## config.mk

```make
export PLATFORM = sky130hd
export DESIGN_NAME = alu_mdu
export DESIGN_NICKNAME = d
export VERILOG_FILES = /design/src/rtl/alu_pkg.sv /design/src/rtl/alu_iter_core.sv /design/src/rtl/alu_mdu.sv
export SDC_FILE = /design/constraint.sdc
export NUM_CORES = 1
export LEC_CHECK = 0
export CORE_ASPECT_RATIO = 1.75
export CORE_UTILIZATION = 40
export CTS_CLUSTER_SIZE = 24
export DETAILED_ROUTE_END_ITERATION = 12
export GPL_TIMING_DRIVEN = 0
export PLACE_DENSITY = 0.64
export SYNTH_ARGS = -nofsm -noshare
export SYNTH_HDL_FRONTEND = slang
export SYNTH_HIERARCHICAL = 1
export SYNTH_SLANG_ARGS = --single-unit
export TNS_END_PERCENT = 50
```

## constraint.sdc

```tcl
create_clock -name clk -period 8.6 [get_ports clk]
set_input_delay 2.15 -clock clk [delete_from_list [all_inputs] [get_ports clk]]
set_output_delay 2.15 -clock clk [all_outputs]
set_load 0.05 [all_outputs]
```

## src/rtl/alu_pkg.sv

```systemverilog
// Shared opcodes, FSM state encoding and default width for the multi-cycle
// execute-stage ALU / multiply-divide unit.
package alu_pkg;

    localparam int DEF_DATA_WIDTH = 32;

    localparam logic [3:0] OP_ADD  = 4'h0;
    localparam logic [3:0] OP_SUB  = 4'h1;
    localparam logic [3:0] OP_MUL  = 4'h2;
    localparam logic [3:0] OP_SLT  = 4'h3;
    localparam logic [3:0] OP_AND  = 4'h4;
    localparam logic [3:0] OP_OR   = 4'h5;
    localparam logic [3:0] OP_XOR  = 4'h6;
    localparam logic [3:0] OP_NOR  = 4'h7;
    localparam logic [3:0] OP_MULU = 4'h8;
    localparam logic [3:0] OP_DIV  = 4'h9;
    localparam logic [3:0] OP_DIVU = 4'hA;
    localparam logic [3:0] OP_SLTU = 4'hB;
    localparam logic [3:0] OP_MFHI = 4'hC;
    localparam logic [3:0] OP_MFLO = 4'hD;

    typedef enum logic [1:0] {
        ST_IDLE = 2'd0,
        ST_MULT = 2'd1,
        ST_DIVI = 2'd2,
        ST_DONE = 2'd3
    } state_t;

endpackage

```

## src/rtl/alu_iter_core.sv

```systemverilog
// Iterative datapath: shift-add multiply and restoring divide on operand
// magnitudes, one bit per cycle, with sign fix-up folded into the last step.
module alu_iter_core
    import alu_pkg::*;
#(
    parameter int DATA_WIDTH = DEF_DATA_WIDTH
) (
    input  logic                  clk,
    input  logic                  rst_n,
    input  logic                  start,
    input  logic                  isDiv,
    input  logic                  isSigned,
    input  logic [DATA_WIDTH-1:0] A,
    input  logic [DATA_WIDTH-1:0] B,
    output logic                  done,
    output logic [DATA_WIDTH-1:0] hiOut,
    output logic [DATA_WIDTH-1:0] loOut
);

    localparam int W  = DATA_WIDTH;
    localparam int CW = $clog2(DATA_WIDTH);

    logic [CW-1:0]  r_cnt;
    logic           r_busy;
    logic           r_isDiv;
    logic           r_negLo;
    logic           r_negHi;
    logic [W-1:0]   r_hi;
    logic [W-1:0]   r_lo;
    logic [W-1:0]   r_opnd;

    logic [W-1:0]   w_magA;
    logic [W-1:0]   w_magB;
    logic [W:0]     w_mulSum;
    logic [W:0]     w_divShift;
    logic [W:0]     w_divDiff;
    logic           w_qBit;
    logic [W-1:0]   w_nextHi;
    logic [W-1:0]   w_nextLo;
    logic [2*W-1:0] w_prod;

    always_comb begin
        w_magA = (isSigned && A[W-1]) ? -A : A;
        w_magB = (isSigned && B[W-1]) ? -B : B;
    end

    // Multiply keeps the multiplier in r_lo and shifts the product in from the top;
    // divide shifts the dividend out of r_lo while quotient bits fill in behind it.
    always_comb begin
        w_mulSum   = {1'b0, r_hi} + (r_lo[0] ? {1'b0, r_opnd} : '0);
        w_divShift = {r_hi, r_lo[W-1]};
        w_divDiff  = w_divShift - {1'b0, r_opnd};
        w_qBit     = ~w_divDiff[W];
        if (r_isDiv) begin
            w_nextHi = w_qBit ? w_divDiff[W-1:0] : w_divShift[W-1:0];
            w_nextLo = {r_lo[W-2:0], w_qBit};
        end else begin
            w_nextHi = w_mulSum[W:1];
            w_nextLo = {w_mulSum[0], r_lo[W-1:1]};
        end
        w_prod = {w_nextHi, w_nextLo};
        if (r_isDiv) begin
            loOut = r_negLo ? -w_nextLo : w_nextLo;
            hiOut = r_negHi ? -w_nextHi : w_nextHi;
        end else begin
            {hiOut, loOut} = r_negLo ? -w_prod : w_prod;
        end
        done = r_busy && (r_cnt == '0);
    end

    always_ff @(posedge clk or negedge rst_n) begin
        if (!rst_n) begin
            r_busy  <= 1'b0;
            r_cnt   <= '0;
            r_isDiv <= 1'b0;
            r_negLo <= 1'b0;
            r_negHi <= 1'b0;
        end else if (start) begin
            r_busy  <= 1'b1;
            r_cnt   <= CW'(W - 1);
            r_isDiv <= isDiv;
            r_negLo <= isSigned && (A[W-1] ^ B[W-1]);
            r_negHi <= isSigned && (isDiv ? A[W-1] : (A[W-1] ^ B[W-1]));
        end else if (r_busy) begin
            r_cnt <= r_cnt - CW'(1);
            if (r_cnt == '0) begin
                r_busy <= 1'b0;
            end
        end
    end

    always_ff @(posedge clk) begin
        if (start) begin
            r_hi   <= '0;
            r_lo   <= isDiv ? w_magA : w_magB;
            r_opnd <= isDiv ? w_magB : w_magA;
        end else if (r_busy) begin
            r_hi <= w_nextHi;
            r_lo <= w_nextLo;
        end
    end

endmodule

```

## src/rtl/alu_mdu.sv

```systemverilog
// EX-stage ALU with valid/ready handshake on both sides; single-cycle ops finish
// immediately, multiply/divide run through alu_iter_core and update HI/LO.
module alu_mdu
    import alu_pkg::*;
#(
    parameter int DATA_WIDTH = DEF_DATA_WIDTH,
    parameter int OP_WIDTH   = 4
) (
    input  logic                  clk,
    input  logic                  rst_n,
    input  logic                  inValid,
    output logic                  inReady,
    input  logic [OP_WIDTH-1:0]   aluFunc,
    input  logic [DATA_WIDTH-1:0] A,
    input  logic [DATA_WIDTH-1:0] B,
    output logic                  outValid,
    input  logic                  outReady,
    output logic [DATA_WIDTH-1:0] aluOut,
    output logic [DATA_WIDTH-1:0] hi,
    output logic [DATA_WIDTH-1:0] lo,
    output logic                  divByZero
);

    localparam int W = DATA_WIDTH;

    state_t       r_state;
    state_t       w_nextState;
    logic [3:0]   w_op;
    logic         w_isMul;
    logic         w_isDiv;
    logic         w_divZero;
    logic         w_accept;
    logic         w_start;
    logic         w_coreDone;
    logic [W-1:0] w_coreHi;
    logic [W-1:0] w_coreLo;
    logic         r_outValid;
    logic [W-1:0] r_aluOut;
    logic [W-1:0] r_hi;
    logic [W-1:0] r_lo;
    logic         r_divByZero;

    function automatic logic [W-1:0] f_single(input logic [3:0] op, input logic [W-1:0] a,
                                              input logic [W-1:0] b, input logic [W-1:0] h,
                                              input logic [W-1:0] l);
        case (op)
            OP_ADD:  return a + b;
            OP_SUB:  return a - b;
            OP_SLT:  return {{(W-1){1'b0}}, ($signed(a) < $signed(b))};
            OP_SLTU: return {{(W-1){1'b0}}, (a < b)};
            OP_AND:  return a & b;
            OP_OR:   return a | b;
            OP_XOR:  return a ^ b;
            OP_NOR:  return ~(a | b);
            OP_MFHI: return h;
            OP_MFLO: return l;
            default: return '0;
        endcase
    endfunction

    always_comb begin
        w_op      = aluFunc[3:0];
        w_isMul   = (w_op == OP_MUL) || (w_op == OP_MULU);
        w_isDiv   = (w_op == OP_DIV) || (w_op == OP_DIVU);
        w_divZero = w_isDiv && (B == '0);
    end

    always_ff @(posedge clk or negedge rst_n) begin
        if (!rst_n) begin
            r_state <= ST_IDLE;
        end else begin
            r_state <= w_nextState;
        end
    end

    // A result taken in DONE frees the slot in the same cycle, so DONE falls
    // through to the IDLE dispatch rules.
    always_comb begin
        w_nextState = r_state;
        case (r_state)
            ST_IDLE, ST_DONE: begin
                if (r_state == ST_DONE && !outReady) begin
                    w_nextState = ST_DONE;
                end else if (w_accept) begin
                    if (w_isMul)                     w_nextState = ST_MULT;
                    else if (w_isDiv && !w_divZero)  w_nextState = ST_DIVI;
                    else                             w_nextState = ST_DONE;
                end else begin
                    w_nextState = ST_IDLE;
                end
            end
            ST_MULT, ST_DIVI: begin
                if (w_coreDone) w_nextState = ST_DONE;
            end
            default: w_nextState = ST_IDLE;
        endcase
    end

    always_comb begin
        inReady  = (r_state == ST_IDLE) || (r_state == ST_DONE && outReady);
        w_accept = inValid && inReady;
        w_start  = w_accept && (w_isMul || (w_isDiv && !w_divZero));
    end

    alu_iter_core #(.DATA_WIDTH(W)) u_core (
        .clk      (clk),
        .rst_n    (rst_n),
        .start    (w_start),
        .isDiv    (w_isDiv),
        .isSigned ((w_op == OP_MUL) || (w_op == OP_DIV)),
        .A        (A),
        .B        (B),
        .done     (w_coreDone),
        .hiOut    (w_coreHi),
        .loOut    (w_coreLo)
    );

    always_ff @(posedge clk or negedge rst_n) begin
        if (!rst_n) begin
            r_outValid  <= 1'b0;
            r_aluOut    <= '0;
            r_hi        <= '0;
            r_lo        <= '0;
            r_divByZero <= 1'b0;
        end else begin
            r_outValid <= (w_nextState == ST_DONE);
            if (w_coreDone) begin
                r_hi        <= w_coreHi;
                r_lo        <= w_coreLo;
                r_aluOut    <= w_coreLo;
                r_divByZero <= 1'b0;
            end else if (w_accept && !w_start) begin
                if (w_divZero) begin
                    r_hi        <= A;
                    r_lo        <= '1;
                    r_aluOut    <= '1;
                    r_divByZero <= 1'b1;
                end else begin
                    r_aluOut    <= f_single(w_op, A, B, r_hi, r_lo);
                    r_divByZero <= 1'b0;
                end
            end
        end
    end

    assign outValid  = r_outValid;
    assign aluOut    = r_aluOut;
    assign hi        = r_hi;
    assign lo        = r_lo;
    assign divByZero = r_divByZero;

endmodule

```

==> results of run 1 <==
metrics by stage:
step / instances / hold WS [ps] / setup TNS [ps] / setup WS [ps] / power [mW]
6_report: 3976 / 516.3 / 0 / 191.8 / 9.955
3_5_place_dp: 3931 / 490.2 / 0 / 536.3 / 8.577
5_1_grt: 3971 / 539.4 / 0 / 6.306 / 10.40
3_3_place_gp: 3927 / 479.5 / -16650 / -449.4 / 8.562
2_1_floorplan: 2991 / 485.3 / 0 / 2381 / 6.178
4_1_cts: 3971 / 506.0 / 0 / 503.9 / 9.676
sequential cells by signal, indices dropped and copies added (netlist names), 2 cells and up:
name and count:
u_core/r_hi 32, lo 32, aluOut 32, u_core/r_opnd 32, r_state 2, u_core/r_cnt 5
hi 32, u_core/r_lo 32
metal layers:
metal	global-route usage	share of wire
met5	0	0.00011
met4	0.4465	0.13
met3	0.07185	0.065
met2	0.7071	0.49
met1	0.3832	0.32
worst reg2reg max path, stage by stage, from the launching register on:
cell	delay, ps
edfxtp_1	660
inv_1	100
ha_1	240
fa_1	410
nand2b_1	200
a21oi_2	220
o41a_1	330
a21oi_4	170
or2b_4	350
a21boi_4	290
nor3_2	210
a21oi_2	330
ha_1	250
o211ai_1	120
o21bai_1	270
nor4_1	900
nand4_1	500
nor3_1	1190
nand4_1	230
o21ai_0	200
o21ai_0	480
xnor2_1	490
nand2_1	90
o21ai_0	90
power by group:
| group | total (mW) | internal (mW) | switching, mW |
|---|---|---|---|
| Combinational | 7.11 | 2.28 | 4.83 |
| Clock | 1.05 | 0.605 | 0.444 |
| Sequential | 1.79 | 1.40 | 0.397 |
| Total | 9.96 | 4.28 | 5.67 |
cells in the final DEF, fill, tap and decap left out, drive strengths merged, types with 28 or more instances in the layout:
master	Yosys	layout
inv	169	170
nor3	86	86
nand2	256	256
nor4	51	51
edfxtp	64	64
nand2b	34	34
a21oi	233	233
mux2i	128	128
nand3	76	76
ha	171	171
xnor2	109	109
o31ai	34	34
buf	48	53
a22oi	45	45
o21ai	202	202
and2	49	49
o211ai	28	28
nor2	283	283
clkbuf	136	170
o22ai	31	31
clkdlybuf4s50	0	168
a21o	51	51
a31oi	42	42
nand4	35	35
a211oi	41	41
dfxtp	32	32
xor2	80	80
dfrtp	109	109
path summary, 6_finish.rpt:
| check | to | startpoint |
|---|---|---|
| max | hi[18]$_DFFE_PN0P_ | u_core/r_lo[31]$_DFFE_PP_ |
| max reg2reg | hi[18]$_DFFE_PN0P_ | u_core/r_lo[31]$_DFFE_PP_ |
| min reg2reg | aluOut[26]$_DFFE_PN0P_ | aluOut[26]$_DFFE_PN0P_ |
| min | aluOut[26]$_DFFE_PN0P_ | aluOut[26]$_DFFE_PN0P_ |
| min in group asynchronous | aluOut[28]$_DFFE_PN0P_ | rst_n |
| max in group asynchronous | aluOut[4]$_DFFE_PN0P_ | rst_n |
synth_stat cells (all sizes together) (41+ instances only):
cell type	n
nand3	76
o21ai	202
edfxtp	64
nor2	283
inv	169
a21o	51
mux2i	128
and2	49
xnor2	109
nand2	256
a211oi	41
a21oi	233
xor2	80
a22oi	45
nor3	86
buf	48
ha	171
dfrtp	109
clkbuf	136
a31oi	42
nor4	51
cell families (layout without fill, tap and decap cells):
kind of cell,count (synthesis),after routing
mux,136,136
simple gates,993,993
fa+ha+maj,175,175
compound gates,936,936
other cells,0,5
buf+inv,357,570
flops,205,205
xor+xnor,189,189
final cells by class:
class	instances	share of cell area
antenna	5	0.0004700
buffer	184	0.02886
clock buffer	34	0.02547
clock inverter	6	0.003290
inverter	173	0.02449
multi-input combinational	2429	0.6166
sequential	205	0.1987
tap	767	0.03605
timing repair buffer	173	0.06608
==> key figures, run 1 <==
Synth
  – Post-Synth XOR/XNOR Area: 0.07177
  – Yosys Warn Count: 6
  – Synth Area in Simple Gates: 0.2091
  – Post-Syn Area: 23,070 um2
  – Register bit total from synthesis: about 210
  – Cells after Synth: 2,991
  – Post-synthesis cell type count: 115
  – Largest family of logic cells by synthesized area: compound AO/OA/AOI/OAI gates
  – Synth top area share: 0.1183
  – Syn Nets: around 3,200
  – Synth top area cells: dfrtp_1 (12%), ha_1 (9.3%), edfxtp_1 (8.3%)
  – Synth Area per Inst: 7.712 um2
  – Most used DFF post-synth: dfrtp_1
  – Asr flop ratio synth: 0.5317
  – Compound-Gate Fraction of Synth Area: 0.2725
  – Sequential area share after synthesis: 0.2293
  – EDFF count, synth: between 60 and 70
  – Synth Area in Adders: 0.09623
  – Synth area leader: dfrtp_1
  – Mux cell area share after synthesis: 0.05945

Final layout
  – Layout area overhead: 15.42%
  – Finished Core Util: 0.4667
  – Share of cells above drive strength 1: 0.04869
  – Non-Filler Cell Area, Final: roughly 27,000 um2
  – Fillers: 5,907
  – Reg area: 5290 um2
  – Nets: 3,435
  – Multi-input logic area: 16,420 um2

Setup path
  – Flop-to-flop setup slack: ~190 ps
  – Worst path cell trace: inv_1 -> ha_1 -> fa_1 -> nand2b_1 -> a21oi_2 -> o41a_1 -> a21oi_4 -> or2b_4 -> a21boi_4 -> nor3_2 -> a21oi_2 -> ha_1 -> o211ai_1 -> o21bai_1 -> nor4_1 -> nand4_1 -> nor3_1 -> nand4_1 -> o21ai_0 -> o21ai_0 -> xnor2_1 -> nand2_1 -> o21ai_0
  – Number of cells on the critical path: 23
  – Critical Path Slowest Stage Cell: nor3_1
  – Critical path class: reg2reg
  – Worst Setup Start Kind: flop
  – Worst Path Buf+Inv: 1
  – Critical-path maximum fanout: 7
  – Critical path's top delay family: simple AND/OR/NAND/NOR gates
  – Max stage delay on crit path: 1190 ps
  – Most used cell, CP: o21ai_0
  – Worst EP arrival: between 8000 and 9000 ps
  – Critical Path End Type: flop
  – Worst Reg2Reg Path Length in Cells: 23
  – Worst path required time: about 9100 ps

Timing
  – Final period util: 0.9777
  – Worst slew pin tran: around 1400 ps
  – Final Max Tran Viols: 0
  – Worst slew margin: 0.03800
  – Fmax: ~120 MHz
  – Hold Fails Final Rpt: 0
  – Crit path time final: 8408 ps
  – RSZ-0062 raised after global routing: no
  – Final Skew: 19.20 ps
  – Final setup vio count: 0

Detailed routing
  – Vias/cell: 6.468
  – WL/cell: between 30 and 40 um
  – Pre-antenna DRT Iters: 8
  – Post-Route WL: 120,300 um
  – Post-route DRC: 0
  – Final ANT Viol Nets: 0
  – First DRT Iteration DRCs: approximately 2,200
  – Vias: about 26,000

Pwr
  – Leakage: 10.57 nW
  – Max VDD drop: 0.0001377 V
  – Pwr Density: about 370 nW/um2

Placed design
  – Placer Congestion: about 1.1
  – DP Area: roughly 26,000 um2
  – IO buf count: between 150 and 200
  – DP HPWL: between 90,000 and 100,000 um

Clocking
  – Clock slew at reported path FFs: ~70 ps
  – Clk buf depth: 3
  – Cts repair resizes: 0
  – CTS buffer count: 22
  – H-tree levels: 1
  – CTS Hold Bufs: 0
  – Root Buffer: clkbuf_16
  – Setup Fix Bufs, Post-CTS: 0
  – CTS tree: done
  – Worst-skew pair later-pin latency: around 550 ps
  – Sink Count: 205

Global route
  – Largest net degree at the start of global routing: 90
  – GRT overflow: 0
  – Global-route usage over all layers: 0.4075
  – Initial antenna violation count: 5
  – Vias in the first global route: ~26,000
  – First-pass GRT wire length: 171,700 um

Die
  – Die W: approximately 180 um
  – Starting Density: 0.4044
  – Io pins: about 170
  – DIE HEIGHT: approximately 320 um
  – Die footprint: roughly 59,000 um2
  – Row count: approximately 120
  – Core Footprint: roughly 57,000 um2

Job
  – Maxcap violations: 0

Worst hold path
  – Hold path depth: 2
  – Hold Crit Class: reg2reg

Status
  – Outcome: finished, final reports clean
Note: power is estimated with default switching activity, not from simulation.
==> run 2, diff against run 1 <==
==> constraint.sdc (replaced) <==
create_clock -name clk -period 8.17 [get_ports clk]
set_input_delay 2.0425 -clock clk [delete_from_list [all_inputs] [get_ports clk]]
set_output_delay 2.0425 -clock clk [all_outputs]
set_load 0.05 [all_outputs]
==> run 2 against run 1 <==
  * Combinational power grew 5.5%
  * Clock power grew 5%
  * Utilization is essentially flat
  * Clock skew hardly changed
  * Sequential cell count did not move
  * Cell count unchanged
  * Via count up 0.29%
  * Critical path depth unchanged
  * Non-clock buffer count unchanged
  * Global-route usage unchanged
  * Cell area about the same
  * Clock-buffer cell count did not move
==> key figures, run 2 (synthesis results as in run 1) <==
Detailed routing
  – WL/cell: 30.29 um (was 30.26 um)
  – Post-Route WL: 120,400 um (was 120,300 um)
  – Post-route DRC: 0 (unchanged)
  – First DRT Iteration DRCs: 2,299 (was 2,218)
  – Vias: 25,789 (was 25,715)
  – Pre-antenna DRT Iters: 8 (unchanged)
  – Vias/cell: 6.486 (was 6.468)
  – Final ANT Viol Nets: 0 (unchanged)

Setup path
  – Critical path class: reg2reg (unchanged)
  – Worst path required time: 8630 ps (was 9070 ps)
  – Worst Setup Start Kind: flop (unchanged)
  – Worst Path Buf+Inv: 4 (was 1)
  – Critical-path maximum fanout: 10 (was 7)
  – Critical Path End Type: flop (unchanged)
  – Flop-to-flop setup slack: 330 ps (was 190 ps)
  – Worst EP arrival: 8300 ps (was 8870 ps)
  – Max stage delay on crit path: 940 ps (was 1190 ps)
  – Worst path cell trace: inv_1 -> ha_1 -> fa_1 -> nand2b_1 -> a21oi_2 -> o41a_1 -> a21oi_4 -> or2b_4 -> a21boi_4 -> buf_4 -> clkbuf_1 -> nor4_1 -> a311o_1 -> inv_1 -> ha_1 -> nand3_1 -> nor4_1 -> nand2_1 -> a22oi_1 -> mux2i_1 -> nor3_1 -> nand2_1 -> o21ai_0 (was inv_1 -> ha_1 -> fa_1 -> nand2b_1 -> a21oi_2 -> o41a_1 -> a21oi_4 -> or2b_4 -> a21boi_4 -> nor3_2 -> a21oi_2 -> ha_1 -> o211ai_1 -> o21bai_1 -> nor4_1 -> nand4_1 -> nor3_1 -> nand4_1 -> o21ai_0 -> o21ai_0 -> xnor2_1 -> nand2_1 -> o21ai_0)
  – Critical path's top delay family: simple AND/OR/NAND/NOR gates (unchanged)
  – Critical Path Slowest Stage Cell: nor4_1 (was nor3_1)

Timing
  – Final Max Tran Viols: 0 (unchanged)
  – Fmax: 127.5 MHz (was 118.9 MHz)
  – Worst slew pin tran: 1453 ps (was 1438 ps)
  – Final setup vio count: 0 (unchanged)
  – Final Skew: 18.84 ps (was 19.20 ps)
  – RSZ-0062 raised after global routing: no (unchanged)
  – Fin Setup TNS: 0 ps (unchanged)
  – Worst setup margin: 327.2 ps (was 191.8 ps)
  – Hold Fails Final Rpt: 0 (unchanged)
  – Final period util: 0.9599 (was 0.9777)
  – Crit path time final: 7843 ps (was 8408 ps)
  – Worst slew margin: 0.02784 (was 0.03800)

Global route
  – First-pass GRT wire length: 171,700 um (unchanged)
  – Met2 Usage GRT: 0.7071 (unchanged)
  – Global-route usage over all layers: 0.4075 (unchanged)
  – Largest net degree at the start of global routing: 90 (unchanged)
  – M3 GR Usage: 0.07185 (unchanged)
  – Most Crowded Layer GR: met2 (unchanged)
  – Global Route met1 Usage: 0.3832 (unchanged)
  – Vias in the first global route: 25,939 (unchanged)
  – Initial antenna violation count: 5 (unchanged)
  – GRT overflow: 0 (unchanged)

Clocking
  – CTS buffer count: 22 (unchanged)
  – CTS Hold Bufs: 0 (unchanged)
  – Worst-skew pair later-pin latency: 550 ps (about the same)
  – Root Buffer: clkbuf_16 (unchanged)
  – H-tree levels: 1 (unchanged)
  – CTS tree: done (unchanged)
  – Sink Count: 205 (unchanged)
  – Clk buf depth: 3 (unchanged)
  – Clock slew at reported path FFs: 70 ps (about the same)

Final layout
  – Fillers: 5,905 (was 5,907)
  – Non-Filler Cell Area, Final: 26,630 um2 (was 26,620 um2)
  – Commonest cells after routing, fill and taps aside: nor2_1 (282), nand2_1 (255), a21oi_1 (228) (unchanged)
  – Share of cells above drive strength 1: 0.04931 (was 0.04869)
  – Finished Core Util: 0.4669 (was 0.4667)
  – Layout area overhead: 15.47% (was 15.42%)
  – Commonest non-fill, non-tap cell in the layout: nor2_1 (unchanged)
  – Nets: 3,435 (unchanged)

Placed design
  – Place WS: 106.3 ps (was 536.3 ps)
  – DP Area: 25,820 um2 (unchanged)
  – IO buf count: 169 (unchanged)
  – DP HPWL: 97,100 um (unchanged)
  – Placer Congestion: 1.076 (unchanged)

Die
  – Core Footprint: 57,040 um2 (unchanged)
  – Io pins: 171 (unchanged)
  – DIE HEIGHT: 319.7 um (unchanged)
  – Die W: 183.5 um (unchanged)
  – Starting Density: 0.4044 (unchanged)
  – Row count: 116 (unchanged)
  – Die footprint: 58,670 um2 (unchanged)

Status
  – Outcome: finished, final reports clean (unchanged)

Job
  – Maxcap violations: 0 (unchanged)

Pwr
  – Max VDD drop: 0.0001469 V (was 0.0001377 V)
  – Pwr Density: 393.9 nW/um2 (was 373.9 nW/um2)
  – Leakage: 10.57 nW (about the same)

Worst hold path
  – Hold Crit Class: reg2reg (unchanged)
==> run 2: cell counts in the layout (fill, tap and decap cells not counted) <==
Identical to the previous run, type by type.
==> run 2: final cells by class <==
cell class	instances	area (um2)	share of cell area
Clock inverter	6	87.58	0.003288
Tap cell	767	959.7	0.03603
Antenna cell	5	12.51	0.0004698
Inverter	173	651.9	0.02448
Multi-Input combinational cell	2429	16430	0.6168
Buffer	184	768.2	0.02884
Sequential cell	205	5290	0.1986
Clock buffer	34	678.2	0.02546
Timing Repair Buffer	173	1759	0.06605
==> run 2: path summary, 6_finish.rpt <==
kind                                            from                     end  cells after the start
max                        u_core/r_lo[31]$_DFFE_PP_      hi[26]$_DFFE_PN0P_                     23
min                           aluOut[26]$_DFFE_PN0P_  aluOut[26]$_DFFE_PN0P_                      2
max reg2reg                u_core/r_lo[31]$_DFFE_PP_      hi[26]$_DFFE_PN0P_                     23
min reg2reg                   aluOut[26]$_DFFE_PN0P_  aluOut[26]$_DFFE_PN0P_                      2
max in group asynchronous                      rst_n   aluOut[4]$_DFFE_PN0P_                      2
min in group asynchronous                      rst_n  aluOut[28]$_DFFE_PN0P_                      1
==> run 2: where the power goes <==
part	internal, mW	total, mW	switching, mW
clock network	0.637	1.10	0.467
registers	1.47	1.89	0.418
logic	2.40	7.50	5.10
total	4.51	10.5	5.99
==> run 2: through the flow <==
stage / total power, mW / hold WS, ps / std cells
2_1_floorplan: 6.504 / 485.3 / 2991
3_3_place_gp: 9.013 / 479.5 / 3927
3_5_place_dp: 9.029 / 490.2 / 3931
4_1_cts: 10.19 / 506.0 / 3971
5_1_grt: 10.95 / 539.4 / 3971
6_report: 10.49 / 515.6 / 3976
==> run 2: per-layer routing <==
metal / wire length [um] / up-vias
met5: 13 / -
met4: 15900 / 2
met3: 7808 / 712
met2: 58510 / 1492
met1: 38200 / 12213
li1: - / 11370
==> run 2: worst register-to-register path, delay by kind of cell, from the launching register on <==
family,cells,cell delay [ps]
and+or+nand+nor,8,2670
AOI/OAI and AO/OA,7,2160
buffers and inverters,4,1150
adders and majority gates,3,950
DFF,1,680
muxes,1,170
==> run 2: repair_timing <==
action / CTS / global route
gates resized for setup: 0 / 2
setup buffers: 0 / 0
setup endpoints to repair: 0 / 2
